===== config.mk =====
export PLATFORM = sky130hd
export DESIGN_NAME = anfsqrt_arbiter
export DESIGN_NICKNAME = d
export VERILOG_FILES = /design/src/rtl/anfsqrt_pkg.sv /design/src/rtl/anfsqrt_rr_pick.sv /design/src/rtl/anfsqrt_arbiter.sv
export SDC_FILE = /design/constraint.sdc
export NUM_CORES = 1
export LEC_CHECK = 0
export CORE_MARGIN = 1.5
export CORE_UTILIZATION = 39
export DETAILED_ROUTE_END_ITERATION = 8
export GPL_TIMING_DRIVEN = 0
export HOLD_SLACK_MARGIN = 0.03
export PLACE_DENSITY_LB_ADDON = 0.15
export SLEW_MARGIN = 20
export SYNTH_ARGS = -nofsm -noshare
export SYNTH_HDL_FRONTEND = slang
export SYNTH_SLANG_ARGS = --single-unit
export TNS_END_PERCENT = 1

===== constraint.sdc =====
create_clock -name clk -period 4.5 [get_ports clk]
set_input_delay 0.9 -clock clk [delete_from_list [all_inputs] [get_ports clk]]
set_output_delay 0.9 -clock clk [all_outputs]
set_load 0.05 [all_outputs]

===== src/rtl/anfsqrt_pkg.sv =====
// Shared widths and FSM encoding for the anfsqrt arbiter family.
package anfsqrt_pkg;

  localparam int QUERY_W  = 32;
  localparam int RESULT_W = 16;

  typedef enum logic [1:0] {
    IDLE  = 2'b00,
    ISSUE = 2'b01,
    WAIT  = 2'b10,
    RESP  = 2'b11
  } state_t;

endpackage


===== src/rtl/anfsqrt_rr_pick.sv =====
// Combinational round-robin picker: first requester above i_rr_ptr wins, wrapping modulo NUM_REQ.
module anfsqrt_rr_pick #(
  parameter int NUM_REQ = 4,
  parameter int ID_W    = $clog2(NUM_REQ)
) (
  input  logic [NUM_REQ-1:0] i_req,
  input  logic [ID_W-1:0]    i_rr_ptr,
  output logic [NUM_REQ-1:0] o_grant,
  output logic [ID_W-1:0]    o_grant_id,
  output logic               o_any
);

  always_comb begin
    logic [ID_W-1:0] w_idx;
    o_grant    = '0;
    o_grant_id = '0;
    o_any      = 1'b0;
    w_idx      = '0;
    // k=NUM_REQ revisits i_rr_ptr itself, so the last owner is served only when alone.
    for (int k = 1; k <= NUM_REQ; k++) begin
      w_idx = ID_W'((int'(i_rr_ptr) + k) % NUM_REQ);
      if (!o_any && i_req[w_idx]) begin
        o_any          = 1'b1;
        o_grant_id     = w_idx;
        o_grant[w_idx] = 1'b1;
      end
    end
  end

endmodule


===== src/rtl/anfsqrt_arbiter.sv =====
// Round-robin arbiter sharing one sqrt unit among NUM_REQ requesters, one query in flight.
// Optional macro ANFSQRT_ARB_ZERO_BYPASS_EN: zero radicands skip the sqrt unit and answer 0 directly.
module anfsqrt_arbiter
  import anfsqrt_pkg::*;
#(
  parameter int NUM_REQ = 4,
  parameter int ID_W    = $clog2(NUM_REQ)
) (
  input  logic                        clk,
  input  logic                        reset_n,
  input  logic [NUM_REQ-1:0]          req_valid,
  input  logic [QUERY_W*NUM_REQ-1:0]  req_query,
  output logic [NUM_REQ-1:0]          req_ready,
  output logic [NUM_REQ-1:0]          resp_valid,
  input  logic [NUM_REQ-1:0]          resp_ready,
  output logic [RESULT_W-1:0]         resp_result,
  output logic [ID_W-1:0]             resp_id,
  output logic [QUERY_W-1:0]          sq_query,
  output logic                        sq_query_valid,
  input  logic                        sq_query_ready,
  input  logic [RESULT_W-1:0]         sq_result,
  input  logic                        sq_result_valid
);

  state_t                r_state;
  state_t                w_state_nxt;
  logic [QUERY_W-1:0]    r_query;
  logic [ID_W-1:0]       r_owner;
  logic [ID_W-1:0]       r_rr_ptr;
  logic [RESULT_W-1:0]   r_resp_result;
  logic [ID_W-1:0]       r_resp_id;

  logic [NUM_REQ-1:0]    w_grant;
  logic [ID_W-1:0]       w_grant_id;
  logic                  w_any;
  logic [QUERY_W-1:0]    w_win_query;
  logic                  w_accept;
  logic                  w_zero;
  logic                  w_resp_hs;

  anfsqrt_rr_pick #(
    .NUM_REQ (NUM_REQ),
    .ID_W    (ID_W)
  ) u_pick (
    .i_req      (req_valid),
    .i_rr_ptr   (r_rr_ptr),
    .o_grant    (w_grant),
    .o_grant_id (w_grant_id),
    .o_any      (w_any)
  );

  always_comb begin
    w_win_query = '0;
    for (int k = 0; k < NUM_REQ; k++) begin
      if (w_grant[k]) w_win_query = req_query[k*QUERY_W +: QUERY_W];
    end
  end

`ifdef ANFSQRT_ARB_ZERO_BYPASS_EN
  assign w_zero = (w_win_query == '0);
`else
  assign w_zero = 1'b0;
`endif

  assign w_accept  = (r_state == IDLE) && w_any;
  assign w_resp_hs = (r_state == RESP) && resp_ready[r_owner];

  always_ff @(posedge clk or negedge reset_n) begin
    if (!reset_n) r_state <= IDLE;
    else          r_state <= w_state_nxt;
  end

  always_comb begin
    w_state_nxt    = r_state;
    req_ready      = '0;
    resp_valid     = '0;
    sq_query_valid = 1'b0;
    unique case (r_state)
      IDLE: begin
        req_ready = w_grant;
        if (w_any) w_state_nxt = w_zero ? RESP : ISSUE;
      end
      ISSUE: begin
        // The unit offers no separate ack: valid only ever rises together with ready.
        sq_query_valid = sq_query_ready;
        if (sq_query_ready) w_state_nxt = WAIT;
      end
      WAIT: begin
        if (sq_result_valid) w_state_nxt = RESP;
      end
      RESP: begin
        resp_valid[r_owner] = 1'b1;
        if (resp_ready[r_owner]) w_state_nxt = IDLE;
      end
      default: w_state_nxt = IDLE;
    endcase
  end

  always_ff @(posedge clk or negedge reset_n) begin
    if (!reset_n) begin
      r_query       <= '0;
      r_owner       <= '0;
      r_rr_ptr      <= ID_W'(NUM_REQ - 1);
      r_resp_result <= '0;
      r_resp_id     <= '0;
    end else begin
      if (w_accept) begin
        r_query <= w_win_query;
        r_owner <= w_grant_id;
        if (w_zero) begin
          r_resp_result <= '0;
          r_resp_id     <= w_grant_id;
        end
      end
      // The unit's result is a bare pulse; only the one awaited in WAIT is captured.
      if (r_state == WAIT && sq_result_valid) begin
        r_resp_result <= sq_result;
        r_resp_id     <= r_owner;
      end
      if (w_resp_hs) r_rr_ptr <= r_owner;
    end
  end

  assign sq_query    = r_query;
  assign resp_result = r_resp_result;
  assign resp_id     = r_resp_id;

endmodule


==> key figures <==
Synth
  • Register bit count reported by yosys: 56
  • Area of the mapped netlist: 3660 um2
  • Top flip-flop cell by instance count after synthesis: sky130_fd_sc_hd__dfrtp_1
  • Synth Warn #: 0
  • Share of synthesized flip-flops with an asynchronous set or reset: 100%
  • EDFF count, synth: 0
  • Syn avg cell area: between 9 and 10 um2
  • Fraction of the yosys area taken by sequential cells: 38.3%
  • Total nets after synthesis: 539
  • Number of cells produced by synthesis: 370
  • Number of distinct library cells after synthesis: 39

Clock tree
  • Deepest level of the CTS H-tree: 2
  • Clock transition at path regs: 120 ps
  • Number of buffers created by CTS: 5
  • Clock network latency to the later pin of the worst-skew pair: 320 ps
  • CTS tree: yes
  • CTS hold repair buffers: 0
  • Clock Path Buffers: 2
  • Root cell of the clock tree: sky130_fd_sc_hd__clkbuf_8
  • Clock sink count: between 50 and 60

Critical path
  • Slowest stage cell, crit path: sky130_fd_sc_hd__clkdlybuf4s50_1
  • Startpoint types: input port
  • Slowest cell delay on critical path: 450 ps
  • Timing startpoint of the critical path: req_valid[3]
  • Critical path type: in2out
  • Buffers plus inverters on the worst setup path: 5
  • WP data required: 3600 ps
  • Arrival time of data at the critical path endpoint: 3360 ps
  • Startpoint of the lowest-slack register-to-register path: r_rr_ptr[1]
  • Nature of the critical path endpoint: output pin
  • CP max FO: 10
  • Cell repeated most along the worst path: sky130_fd_sc_hd__buf_6
  • Family with the most delay on the worst path: buffers and inverters
  • Critical path, cell by cell: clkdlybuf4s50_1 > clkbuf_2 > nor4bb_1 > a22oi_1 > a21boi_1 > or2_1 > buf_6 > buf_6 > and2_1 > clkdlybuf4s18_2

Timing
  • Slew at the pin with the worst max-slew slack: 628 ps
  • Post-route minimum period: approximately 4300 ps
  • Endpoints failing hold: 0
  • Setup violation total in the final timing report: 0
  • Clk_skew: 12.4 ps
  • Part of the cycle the worst path needs: 94.6%
  • Unrepaired setup endpoints after global routing: false
  • Number of slew-limit violations in the final report: 0
  • Headroom to the max-slew limit: 57.8%
  • Timing-limited maximum frequency: 0.235 GHz

Layout
  • Final net count: 757
  • Count of inserted antenna diode cells: 0
  • Layout overhead on the synthesized area: 65.4%
  • Fraction of layout instances using a drive strength above 1: 11.9%
  • Final cell utilization of the core: 66.2%

Detailed routing
  • Vias per inst: 5.72
  • WL per Instance: 19.6 um
  • Drt initial violations: 132
  • DRC Markers: 0
  • Total wirelength of the detailed-routed design: approximately 14 mm
  • Count of antenna-violating nets left after detailed routing: 0
  • 1st-pass router iterations: 4
  • Total via count after detailed routing: 4002

Global routing
  • Antenna violations before repair: 0
  • Via count of the first global-routing pass: 4112
  • Wire length of the first global-routing pass: 21.1 mm
  • Largest net degree at the start of global routing: 36
  • GRT Total Usage: 26.9%
  • Remaining Overflow, GRT: 0

Power and ir drop
  • Leakage power summed over all cells: 2.33 nW
  • Worst VDD drop: 0.390 mV
  • Pwr Total: 5.26 mW
  • Power density normalized to cell area: 868 nW/um2

Placed design
  • Quantity of I/O buffers inserted on ports: about 210
  • GPL Wtd Cong: a little over 0.8
  • Sum of net half-perimeters after detailed placement: 10.6 mm

Floorplan
  • Initial core utilization: 40.0%
  • Total number of placement rows: 35
  • I/O pin count: 215
  • Floorplan core area: 9150 um2
  • Area of the die: ~10000 um2
  • Die boundary height: 99.9 um
  • Die extent in x: 99.9 um

Worst hold path
  • Hold Crit Class: in2async

Outcome
  • Outcome: completed

Job
  • Number of violations of the max-capacitance limit: 0
==> worst register-to-register path, delay by kind of cell (launching register included) <==
kind                     cells  cell delay, ps
AO/OA/AOI/OAI                4             950
flip-flops                   1             700
multiplexers                 1             570
buffers and inverters        2             510
adder cells (fa/ha/maj)      1             380
AND/OR/NAND/NOR              1              90
==> power breakdown <==
part	internal [mW]	leakage [nW]	switching (mW)	total (mW)
Clock	0.119	0.0511	0.199	0.318
Sequential	0.766	0.680	0.149	0.915
Combinational	1.59	1.60	2.43	4.02
==> cells by family after synthesis <==
group,synth area share (%)
DFF,38.3
adders and majority gates,4.44
AOI/OAI and AO/OA,32.3
muxes,9.22
buffers and inverters,6.59
and+or+nand+nor,9.12
==> cell type report <==
class	count	area (um2)
plain buffers	36	213
clock buffers	5	68.8
clock inverters	3	28.8
fillers	781	3090
inverters	7	26.3
multi-input cells	269	2040
flip-flops and latches	56	1400
well taps	111	139
repair buffers	213	2140
==> cell usage in the layout (no fill, tap or decap), types with 8 or more instances in the layout <==
master / n
sky130_fd_sc_hd__a221oi_1: 32
sky130_fd_sc_hd__a2bb2oi_1: 33
sky130_fd_sc_hd__buf_2: 12
sky130_fd_sc_hd__clkbuf_1: 13
sky130_fd_sc_hd__clkdlybuf4s50_1: 206
sky130_fd_sc_hd__dfrtp_1: 54
sky130_fd_sc_hd__ha_1: 13
sky130_fd_sc_hd__mux2_2: 22
sky130_fd_sc_hd__nand2_1: 41
sky130_fd_sc_hd__o211ai_1: 33
sky130_fd_sc_hd__o21ai_0: 8
sky130_fd_sc_hd__o21ai_1: 33
==> flip-flops by register name, summed over array words and instances, names as in the netlist <==
name and count:
sq_query 32, resp_result 16, r_owner 2, r_rr_ptr 2, r_state 2, resp_id 2
==> metrics by stage <==
stage	instance area (um2)	TNS (ps)	worst slack (ps)	hold slack, ps	cells
2_1_floorplan	3660	0	470	528	370
3_3_place_gp	5910	-1100	-476	479	692
3_5_place_dp	5930	-1270	-563	487	693
4_1_cts	6040	-53.8	-53.8	467	700
5_1_grt	6060	0	55.9	473	700
6_report	6060	0	242	464	700
==> layer usage <==
| layer | part of all wire [%] | wire length, um | GRT usage [%] | vias up |
|---|---|---|---|---|
| met5 | 0 | 0 | 0 | - |
| met4 | 1.7 | 239 | 7.58 | 0 |
| met3 | 8.6 | 1170 | 7.66 | 20 |
| met2 | 50 | 6870 | 46.2 | 172 |
| met1 | 39 | 5400 | 33.1 | 1950 |
| li1 | - | - | - | 1860 |
==> synthesized netlist by cell type (7+ instances only) <==
| master | instances | area share, % |
|---|---|---|
| sky130_fd_sc_hd__mux2_2 | 22 | 6.8 |
| sky130_fd_sc_hd__a2bb2oi_1 | 33 | 7.9 |
| sky130_fd_sc_hd__dfrtp_1 | 54 | 37 |
| sky130_fd_sc_hd__buf_2 | 15 | 2.0 |
| sky130_fd_sc_hd__nand2_1 | 41 | 4.2 |
| sky130_fd_sc_hd__clkbuf_1 | 15 | 1.5 |
| sky130_fd_sc_hd__buf_6 | 7 | 2.2 |
| sky130_fd_sc_hd__a221oi_1 | 32 | 7.7 |
| sky130_fd_sc_hd__a21oi_1 | 8 | 1.1 |
| sky130_fd_sc_hd__o21ai_0 | 8 | 1.1 |
| sky130_fd_sc_hd__inv_1 | 7 | 0.72 |
| sky130_fd_sc_hd__o211ai_1 | 33 | 6.8 |
| sky130_fd_sc_hd__ha_1 | 13 | 4.4 |
| sky130_fd_sc_hd__o21ai_1 | 33 | 4.5 |
==> final timing paths <==
| check | cells after the start | slack, ps | endpoint |
|---|---|---|---|
| max in group asynchronous | 2 | 3540 | resp_result[13] |
| min | 1 | 460 | r_state[1] |
| max | 10 | 240 | req_ready[1] |
| max reg2reg | 9 | 1250 | sq_query[1] |
| min in group clk | 2 | 510 | sq_query[3] |
| min reg2reg | 2 | 510 | sq_query[3] |
==> what timing repair did <==
action | in CTS | in global routing
setup buffers | 0 | 1
resized for setup | 12 | 7
setup endpoints to repair | 4 | 3
Power figures use the tool's default switching activity.
==> RTL change 1, RTL diff (same settings) <==
`NUM_REQ` is set to 4 in 2 places; all go to 8.
--- a/src/rtl/anfsqrt_rr_pick.sv
+++ b/src/rtl/anfsqrt_rr_pick.sv
@@ -1,5 +1,5 @@
 // Combinational round-robin picker: first requester above i_rr_ptr wins, wrapping modulo NUM_REQ.
 module anfsqrt_rr_pick #(
-  parameter int NUM_REQ = 4,
+  parameter int NUM_REQ = 8,
   parameter int ID_W    = $clog2(NUM_REQ)
 ) (
--- a/src/rtl/anfsqrt_arbiter.sv
+++ b/src/rtl/anfsqrt_arbiter.sv
@@ -4,5 +4,5 @@
   import anfsqrt_pkg::*;
 #(
-  parameter int NUM_REQ = 4,
+  parameter int NUM_REQ = 8,
   parameter int ID_W    = $clog2(NUM_REQ)
 ) (
Ports: changed (6 resized); port bits go from 215 to 360. No check against the original RTL was run, so the function may have changed too.
==> RTL change 1 against the unedited design <==
- synthesized area is 55% higher
- worst setup slack worse by 0.49 ns
- final area is 73% higher
- via count is 93% higher
- critical endpoint unchanged
- combinational power is 100% higher
- wire length is 120% higher
- sequential cell count is 3 higher
- non-clock buffer count is 202 higher
- power is 86% higher
- clock skew is 0.0036 ns lower
- critical path type is now register to output port
- the run now ends with negative setup slack left
- core utilization is 8.5 points higher
==> RTL change 1: results (changes against the unedited design) <==
finalWorstSetupSlack_ns: -0.246  # -0.489 ns
multi_input_comb_area_mm2: 0.00411  # +100%
power.static_leakage_nw: 4.02  # +73%
post_dp_cell_area_mm2: 0.00967  # +63%
violations_in_the_final_reports: "negative setup slack"
yosysSeqAreaShare: 0.260  # -0.123
drtIter0Drc: 506  # +280%
ys_warn_count: 0  # unchanged
clk_root_buffer_cell: "sky130_fd_sc_hd__clkbuf_16"
globalRouteTotalUtil: 0.390  # +0.121
numCtsBuffers: 9  # +4
h-tree-depth: 3  # +1
layout-drive-gt1-share: 0.186  # +0.0672
nNetsFinal: 1340  # +77%
synth.top_cells.by_area: "sky130_fd_sc_hd__dfrtp_1 25%, sky130_fd_sc_hd__a221oi_1 9.9%, sky130_fd_sc_hd__mux2_2 6.5%, sky130_fd_sc_hd__nor2_1 5.3%, sky130_fd_sc_hd__o221ai_1 5.1%"
dr.pass1.iters: 6  # +2
synth_common_cells: "81 x sky130_fd_sc_hd__nor2_1, 64 x sky130_fd_sc_hd__a221oi_1, 56 x sky130_fd_sc_hd__dfrtp_1"
synth.avg_cell_area_um2: 8.93  # -9.8%
first_global_vias: 7771  # +89%
setup_viol_count_final: 8  # +8
fill_cells: 1077  # +38%
wl_mm: 29.9  # +120%
wl_per_cell_um: 24.5  # +25%
slew_headroom: 0.573  # -0.00567
largest_fanout_of_any_net_on_the_critical_path: 8  # -2
io_buffers: 359  # +70%
cp_data_arrival_time_ns: 3.85  # +0.49 ns
post_synth_num_cell_types: 68  # +74%
worst_clock_skew_ns: 0.00882  # -0.00362 ns
grt_start_max_net_pins: 43  # +19%
peakVddDrop_mv: 0.510  # +31%
worstSkewPairLatency_ns: 0.34  # +0.02 ns
largest_reg_flops: 32  # unchanged
synthDominantCellAreaShare: 0.246  # -0.123
synth.net_count: 939  # +74%
clkTransAtPathRegs_ns: 0.05  # -0.07 ns
avgViaCountPerCell: 6.31  # +10%
status: "complete, but fails checks"
gp_congestion: 1.01  # +25%
placed_cells: 1177  # +70%
critical-path-max-stage-delay_ns: 0.55  # +0.10 ns
-- RTL change 1: changes by cell type in the layout (fill, tap and decap cells not counted), sizes merged, moves of 11 or more --
cell,change
buf,+48
o21ai,-21
clkbuf,+19
nor2,+75
o221ai,+34
nand3,+16
mux2,+11
o31ai,+32
clkdlybuf4s50,+136
o211ai,-30
a221oi,+34
mux2i,+13
-- RTL change 1: per-stage QoR --
stage | setup TNS, ns | setup slack (ns)
CTS | -0.667 | -0.141
finish | -1.06 | -0.246
global placement | -36.88 | -1.98
detailed placement | -36.42 | -1.95
floorplan | 0 | 0.00202
global route | -1.87 | -0.305
-- RTL change 1: final timing paths --
path	startpoint	end	slack, ns	depth (start not counted)
max reg2reg	r_rr_ptr[0]	sq_query[30]	0.10	19
max	r_rr_ptr[0]	req_ready[1]	-0.25	17
min in group clk	resp_result[5]	resp_result[5]	0.50	1
max in group asynchronous	reset_n	r_rr_ptr[2]	3.50	2
min reg2reg	resp_result[5]	resp_result[5]	0.50	1
min	reset_n	r_owner[1]	0.45	1
-- RTL change 1: cell families (layout without fill, tap and decap cells) --
family / count (synthesis) / in the layout / synth area share
muxes: 58 / 58 / 0.137
adders and majority gates: 10 / 10 / 0.0220
buffers and inverters: 74 / 480 / 0.0624
DFF: 59 / 59 / 0.260
other: 0 / 1 / 0
and+or+nand+nor: 194 / 194 / 0.170
xor gates and xnor gates: 4 / 4 / 0.00748
AOI/OAI and AO/OA: 238 / 238 / 0.341
-- RTL change 1: final cells by class --
type,instances,share of cell area
multi-input cells,504,0.392
repair buffers,395,0.372
flip-flops and latches,59,0.141
plain buffers,56,0.0363
clock buffers,10,0.0218
well taps,180,0.0215
clock inverters,6,0.00859
inverters,13,0.00609
diodes,1,0.000239
-- RTL change 1: where the power goes --
group          leakage [nW]  total, mW  internal (mW)  switching, mW
registers             0.685      0.997          0.835          0.163
logic                  3.19       8.04           3.22           4.83
clock network         0.153      0.752          0.485          0.267
total                  4.02       9.79           4.54           5.25
-- RTL change 1: layer usage --
layer | share of wire | GRT usage
met1 | 0.36 | 0.446
met2 | 0.47 | 0.631
met3 | 0.099 | 0.108
met4 | 0.078 | 0.272
met5 | 0 | 0
-- RTL change 1: what timing repair did --
action	4_1_cts	5_1_grt
setup buffers	34	0
pin swaps	21	3
gates resized for setup	117	4
gates cloned	1	0
endpoints found under the setup margin	43	22
==> RTL change 2, RTL diff (same settings) <==
Without the edit above. Re-encode `state_t` (4 states) as one-hot, 4 bits wide.
--- a/src/rtl/anfsqrt_pkg.sv
+++ b/src/rtl/anfsqrt_pkg.sv
@@ -5,9 +5,9 @@
   localparam int RESULT_W = 16;
 
-  typedef enum logic [1:0] {
-    IDLE  = 2'b00,
-    ISSUE = 2'b01,
-    WAIT  = 2'b10,
-    RESP  = 2'b11
+  typedef enum logic [3:0] {
+    IDLE  = 4'b0001,
+    ISSUE = 4'b0010,
+    WAIT  = 4'b0100,
+    RESP  = 4'b1000
   } state_t;
 
Check against the original RTL: same outputs for any inputs over 4 cycles, from zero or initial values and one cycle with reset_n low; so few cycles prove little.
==> RTL change 2 against the unedited design <==
- power shrank 3.6%
- final area grew 19%
- non-clock buffer count grew 9
- sequential cell count grew 2
- synthesized cell count grew 21%
- critical path type is now register to output port
- wire length grew 21%
- synthesized area grew 26%
- worst setup slack lost 0.17 ns
- critical endpoint unchanged
==> RTL change 2: results (changes against the unedited design) <==
status: "complete, no violations"
worst-slew-pin-transition_ns: 0.813  # +0.185 ns
clkTransAtPathRegs_ns: 0.06  # -0.06 ns
yosys-mux-area-fraction: 0.0758  # -0.0164
synthToLayoutAreaGrowth_pct: 56.8
detailroute.wirelength.met3_mm: 1.40  # +19%
synth.top_cells.by_area: "sky130_fd_sc_hd__dfrtp_1 30%, sky130_fd_sc_hd__a2111oi_2 9.5%, sky130_fd_sc_hd__o211a_1 7.0%, sky130_fd_sc_hd__mux2_2 5.6%, sky130_fd_sc_hd__o211ai_1 5.4%"
drtIter0Drc: 250  # +89%
post_dp_cell_area_mm2: 0.00693  # +17%
slowest_stage: "sky130_fd_sc_hd__dfstp_2"
globalRouteTotalUtil: 0.263  # -0.00577
hpwlAfterDp_mm: 12.1  # +14%
global_route_wire_length_before_repair_mm: 26.1  # +23%
worst-r2r-cell-count: 10  # +1
detailedPlace.worstSlack_ns: -0.412  # +0.151 ns
placed_cells: 802  # +16%
sequential_fraction_of_design_power: 0.172  # -0.002
syn_inst: 446  # +21%
cp-start-kind: "register"
peakVddDrop_mv: 0.469  # +20%
worst_clock_skew_ns: 0.0108  # -0.00160 ns
critical-path-max-stage-delay_ns: 0.62  # +0.17 ns
h-tree-depth: 3  # +1
wl_met2_mm: 7.82  # +14%
synth_common_cells: "55 x sky130_fd_sc_hd__dfrtp_1, 36 x sky130_fd_sc_hd__and2_1, 33 x sky130_fd_sc_hd__a21oi_1, 33 x sky130_fd_sc_hd__o211ai_1"
clk_root_buffer_cell: "sky130_fd_sc_hd__clkbuf_16"
vias: 4837  # +21%
grt_start_max_net_pins: 37  # +2.8%
synth_compound_gate_area_share: 0.409  # +0.0857
post_synth_fa_ha_maj_area_fraction: 0.0217  # -0.0227
wirelength_met1_mm: 6.93  # +28%
wl_per_cell_um: 20.2  # +3.5%
grt_use_met3: 0.0648  # -0.0118
sequential_logic_power_mw: 0.871  # -4.8%
nNetsFinal: 834  # +10%
met2_usage: 0.426  # -0.0359
layout-drive-gt1-share: 0.179  # +0.0604
numCtsBuffers: 9  # +4
post_synth_num_cell_types: 50  # +28%
synth.net_count: 610  # +13%
-- RTL change 2: changes by cell type in the layout (fill, tap and decap cells not counted), sizes merged, moves of 12 or more --
cell	before	now
a2bb2oi	33	0
nand2	41	15
o211a	0	32
a21oi	8	34
clkbuf	21	33
o21bai	0	32
a2111oi	0	33
and2	3	36
a221oi	33	0
a211oi	1	32
o21ai	41	8
-- RTL change 2: worst paths after layout --
| path | to | slack [ns] |
|---|---|---|
| max | req_ready[1] | 0.07 |
| min | r_owner[0] | 0.47 |
| max reg2reg | sq_query[0] | 1.17 |
| min reg2reg | resp_result[2] | 0.51 |
| max in group asynchronous | sq_query[29] | 3.51 |
| min in group clk | resp_result[2] | 0.51 |
-- RTL change 2: layout make-up --
type	instances	area share
multi-input cells	340	0.401
repair buffers	213	0.295
flip-flops and latches	58	0.201
clock buffers	14	0.0365
plain buffers	45	0.0355
well taps	143	0.0248
clock inverters	2	0.00485
inverters	3	0.00156
